==> config.mk <==
export PLATFORM = sky130hd
export DESIGN_NAME = mem_port_arbiter
export DESIGN_NICKNAME = d
export VERILOG_FILES = /design/src/rtl/mem_port_arbiter.sv
export SDC_FILE = /design/constraint.sdc
export NUM_CORES = 1
export LEC_CHECK = 0
export ABC_AREA = 1
export ABC_CLOCK_PERIOD_IN_PS = 5100
export CORE_ASPECT_RATIO = 0.75
export CORE_MARGIN = 10
export CORE_UTILIZATION = 35
export DETAILED_ROUTE_END_ITERATION = 16
export GPL_TIMING_DRIVEN = 0
export PLACE_DENSITY = 0.82
export SYNTH_ARGS = -nofsm -noshare
export SYNTH_HDL_FRONTEND = slang
export SYNTH_SLANG_ARGS = --single-unit
==> constraint.sdc <==
create_clock -name clk -period 5.1 [get_ports clk]
set_input_delay 1.53 -clock clk [delete_from_list [all_inputs] [get_ports clk]]
set_output_delay 1.53 -clock clk [all_outputs]
set_load 0.05 [all_outputs]
==> src/rtl/mem_port_arbiter.sv <==
// Single-port RAM arbiter for fetch, scalar data and vector requesters.
// Fixed priority vector > scalar > fetch, with a starvation override for fetch.
module mem_port_arbiter #(
    parameter int STARVE_LIM = 4,
    parameter int AW         = 32
) (
    input  logic          clk,
    input  logic          rst,
    input  logic          i_if_req,
    input  logic [AW-1:0] i_if_addr,
    output logic          o_if_gnt,
    output logic          o_if_rvalid,
    output logic [31:0]   o_if_rdata,
    input  logic          i_d_ren,
    input  logic          i_d_wen,
    input  logic [AW-1:0] i_d_addr,
    input  logic [31:0]   i_d_wdata,
    output logic          o_d_gnt,
    output logic          o_d_rvalid,
    output logic [31:0]   o_d_rdata,
    input  logic          i_v_ren,
    input  logic          i_v_wen,
    input  logic [AW-1:0] i_v_addr,
    input  logic [31:0]   i_v_wdata,
    output logic          o_v_gnt,
    output logic          o_v_rvalid,
    output logic [31:0]   o_v_rdata,
    output logic [AW-1:0] o_mem_addr,
    output logic [31:0]   o_mem_wdata,
    output logic          o_mem_ren,
    output logic          o_mem_wen,
    input  logic [31:0]   i_mem_rdata,
    output logic          o_stall
);
    localparam int CW = $clog2(STARVE_LIM) + 1;

    typedef enum logic [1:0] {
        TAG_NONE = 2'd0,
        TAG_IF   = 2'd1,
        TAG_D    = 2'd2,
        TAG_V    = 2'd3
    } tag_t;

    tag_t          tag_reg, tag_next;
    logic [CW-1:0] starve_reg, starve_next;
    logic          if_gnt, d_gnt, v_gnt;
    logic          d_req, v_req, force_if;

    assign d_req    = i_d_ren | i_d_wen;
    assign v_req    = i_v_ren | i_v_wen;
    assign force_if = i_if_req && (starve_reg == CW'(STARVE_LIM));

    always_comb begin
        if_gnt = 1'b0;
        d_gnt  = 1'b0;
        v_gnt  = 1'b0;
        if (force_if)      if_gnt = 1'b1;
        else if (v_req)    v_gnt  = 1'b1;
        else if (d_req)    d_gnt  = 1'b1;
        else if (i_if_req) if_gnt = 1'b1;
    end

    // A simultaneous read+write from one requester issues only the write.
    always_comb begin
        o_mem_addr  = '0;
        o_mem_wdata = '0;
        o_mem_ren   = 1'b0;
        o_mem_wen   = 1'b0;
        tag_next    = TAG_NONE;
        if (if_gnt) begin
            o_mem_addr = i_if_addr;
            o_mem_ren  = 1'b1;
            tag_next   = TAG_IF;
        end else if (v_gnt) begin
            o_mem_addr  = i_v_addr;
            o_mem_wdata = i_v_wdata;
            o_mem_wen   = i_v_wen;
            o_mem_ren   = i_v_ren & ~i_v_wen;
            tag_next    = (i_v_ren & ~i_v_wen) ? TAG_V : TAG_NONE;
        end else if (d_gnt) begin
            o_mem_addr  = i_d_addr;
            o_mem_wdata = i_d_wdata;
            o_mem_wen   = i_d_wen;
            o_mem_ren   = i_d_ren & ~i_d_wen;
            tag_next    = (i_d_ren & ~i_d_wen) ? TAG_D : TAG_NONE;
        end
    end

    always_comb begin
        starve_next = starve_reg;
        if (!i_if_req || if_gnt)
            starve_next = '0;
        else if (starve_reg < CW'(STARVE_LIM))
            starve_next = starve_reg + 1'b1;
    end

    always_ff @(posedge clk or posedge rst) begin
        if (rst) begin
            tag_reg    <= TAG_NONE;
            starve_reg <= '0;
        end else begin
            tag_reg    <= tag_next;
            starve_reg <= starve_next;
        end
    end

    // Response channels: index 0 = fetch, 1 = scalar, 2 = vector (tag code gi+1).
    logic [2:0]       rvalid_all;
    logic [2:0][31:0] rdata_all;

    for (genvar gi = 0; gi < 3; gi++) begin : g_resp
        logic [31:0] hold_reg;

        assign rvalid_all[gi] = (tag_reg == tag_t'(2'(gi + 1)));

        always_ff @(posedge clk or posedge rst) begin
            if (rst)
                hold_reg <= '0;
            else if (rvalid_all[gi])
                hold_reg <= i_mem_rdata;
        end

        // Present RAM data live in the return cycle, then hold it.
        assign rdata_all[gi] = rvalid_all[gi] ? i_mem_rdata : hold_reg;
    end

    assign o_if_gnt    = if_gnt;
    assign o_d_gnt     = d_gnt;
    assign o_v_gnt     = v_gnt;
    assign o_if_rvalid = rvalid_all[0];
    assign o_d_rvalid  = rvalid_all[1];
    assign o_v_rvalid  = rvalid_all[2];
    assign o_if_rdata  = rdata_all[0];
    assign o_d_rdata   = rdata_all[1];
    assign o_v_rdata   = rdata_all[2];
    assign o_stall     = (d_req & ~d_gnt) | (i_if_req & ~if_gnt);

endmodule

==> results_dict.tcl <==
set metrics [dict create \
    fin_crit_sh 0.977 \
    fin_crit_ns 4.98 \
    internal_power_mw 2.02 \
    clkLatencyLatePin_ns 0.34 \
    largest_reg_flops 96 \
    overflow 0 \
    final_common_cell "clkdlybuf4s50_1" \
    dp.cells 1183 \
    worst_slew_pin_slew_ns 0.696 \
    setup_viol 0 \
    r2r-start "tag_reg[0]" \
    synthCells 640 \
    syn2layout_area_growth_pct 83.8 \
    worst_r2r_path_depth 5 \
    post_drt_wl_per_cell_microns 21.0 \
    synth_seq_area_share 0.512 \
    cts.sinks 101 \
    layout_setup_ws_ns 0.117 \
    grt_usage 0.243 \
    required_ns 3.57 \
    maxSlewHeadroom 0.534 \
    die_h_microns 123 \
    cts_hold_buf 0 \
    hold_path_class "register to register" \
    globalplace.congestion 0.989 \
    clk_path_buf_depth 2 \
    skew_ns 0.00942 \
    syn_nets 841 \
    final_cell_mix "clkdlybuf4s50_1, nand2_1, dfrtp_1" \
    post_cts_buffers 0 \
    synth_seq_cells 101 \
    synth_compound_area_frac 0.0983 \
    combPwrFrac 0.521 \
    drt-initial-drc-count 376 \
    wl_microns 25300 \
    status "finished clean" \
    postPlaceCellArea_sq_mm 0.00886 \
    crit_buf_inv 3 \
    drv_slew 0 \
    final_nets 1220 \
    root_buffer "clkbuf_16" \
    final_util 0.660 \
    start_util 0.359 \
    finalPower_mw 3.65 \
    setup_tns_ns 0 \
    r2r_setup_slack_ns 3.37 \
    min_path_cells 2 \
    fillerInstances 1151 \
    cpMostUsedCell "nand2_1" \
    dp_slack_ns -0.524 \
    clk_pin_slew_ns 0.06 \
    netSwitchingFraction 0.448 \
    reg2reg_to "g_resp[2].hold_reg[19]" \
    p_seq_frac 0.283 \
    synthSimpleGateAreaFrac 0.300 \
    die_w_microns 157 \
    cts_tree "built" \
    drc 0 \
    synth_xor_area_frac 0.00177 \
    hold_violations 0 \
    peakVddDrop_mv 0.195 \
    slowest_delay_ns 0.48 \
    p_per_area_mw_per_mm2 402 \
    synth.mux.area_fraction 0.00203 \
    ys_types 19 \
    final_antenna_net_count 0 \
    synth_warnings 0 \
    htreeDepth 3 \
    cts_made_buffers 9 \
    hp-start "g_resp[0].hold_reg[17]" \
    io_buffers 367 \
    grt_pass1_wl_microns 35800 \
    clockPowerShare 0.196 \
    postLayoutCellArea_sq_mm 0.00908 \
    rsz0062_at_grt "no" \
    endpoint_kind "output pin" \
    hold_path_end "g_resp[0].hold_reg[17]" \
    row_count 37 \
    io_pins 368 \
    grt_pass1_vias 5859 \
    drive_above_1_share 0.0978 \
    synth_area_sq_mm 0.00494 \
    crit_fanout 10 \
    timing.hold.ws_ns 0.494 \
    vias 5865 \
    core_area_sq_mm 0.0137 \
    cap_viol_max_count 0 \
    fin_cells 1201 \
    fmax_mhz 201 \
    antenna_found_initial 3 \
    grt_max_degree 55 \
    p_sw_mw 1.64 \
    die-area_sq_mm 0.0193 \
    hpwlAfterDp_microns 21100 \
    regArea_sq_mm 0.00253 \
    synth_fa_ha_area_frac 0.00506 \
    multi_input_area_sq_mm 0.00202 \
    path_cells "clkdlybuf4s50_1 -> nor2_4 -> nand2_1 -> nor2_4 -> buf_4 -> nand2_1 -> nand2_1 -> clkdlybuf4s18_2" \
    startpoint_type "input port" \
    leakagePower_nw 4.28 \
    synth_top_family_by_area "simple AND/OR/NAND/NOR gates" \
    cp.arrival_ns 3.45 \
    syn-mean-instance-area_sq_um 7.72 \
    path_class "input port to output pin" \
    slowest_stage "clkdlybuf4s50_1" \
    cp_top_family "buffers and inverters" \
    firstDrtPassIters 5 \
    viasPerCell 4.88 \
]
==> power by group through the flow <==
stage,logic (mW),registers (mW),clock network [mW]
global route,1.99,1.05,0.759
global placement,1.92,1.04,0
CTS,1.92,1.04,0.727
floorplan,1.17,1.04,0
detailed placement,1.94,1.05,0
finish,1.91,1.03,0.715
==> repair_timing <==
item / in CTS / in global routing
setup endpoints to repair: 69 / 61
hold endpoints to repair: 0 / 0
gates resized for setup: 143 / 55
pin swaps: 0 / 0
==> worst max-delay path by stage <==
stage | start | end | slack, ns | depth (start not counted)
3_3_place_gp | i_v_wen | o_mem_wdata[29] | -0.53 | 8
3_5_place_dp | i_v_wen | o_mem_wdata[19] | -0.52 | 8
6_report | i_v_wen | o_mem_wdata[19] | 0.12 | 8
2_1_floorplan | i_v_wen | o_mem_wdata[10] | 0.81 | 6
4_1_cts | i_v_wen | o_mem_wdata[22] | 0.001 | 8
5_1_grt | i_v_wen | o_mem_wdata[19] | 0.007 | 8
==> area by class of cell <==
cell class	count	share of cell area
Timing Repair Buffer	368	0.394
Sequential cell	101	0.278
Antenna cell	3	0.000827
Clock buffer	10	0.0252
Buffer	46	0.0262
Inverter	45	0.0189
Tap cell	175	0.0241
Clock inverter	5	0.00909
Multi-Input combinational cell	448	0.223
==> per-layer routing <==
| layer | wire (microns) | global-route usage |
|---|---|---|
| met5 | 0 | 0 |
| met4 | 471 | 0.0548 |
| met3 | 2920 | 0.107 |
| met2 | 12300 | 0.411 |
| met1 | 9570 | 0.282 |
==> logic make-up after synthesis <==
group	Yosys count
simple gates	347
flops	101
compound gates	97
buf+inv	91
fa+ha+maj	2
xor+xnor	1
mux	1
==> worst min-delay path: stages (launching register included) <==
cell and delay (ns):
dfrtp_1 0.32, nand2_1 0.04, o21ai_0 0.09
==> Yosys cell counts <==
cell | count | area [sq um]
or2_2 | 1 | 6.26
nand2_1 | 237 | 890
dfrtp_1 | 101 | 2530
mux2i_1 | 1 | 10.0
nand3_1 | 65 | 325
nor2_1 | 7 | 26.3
nand3_2 | 1 | 10.0
ha_1 | 2 | 25.0
buf_1 | 1 | 3.75
inv_2 | 1 | 3.75
nand4_1 | 33 | 206
xor2_1 | 1 | 8.76
clkbuf_1 | 27 | 101
buf_2 | 12 | 60.1
buf_6 | 6 | 67.6
nor2_2 | 2 | 12.5
nand2_2 | 1 | 6.26
o21ai_0 | 97 | 485
inv_1 | 44 | 165
(Power assumes the default switching activity.)
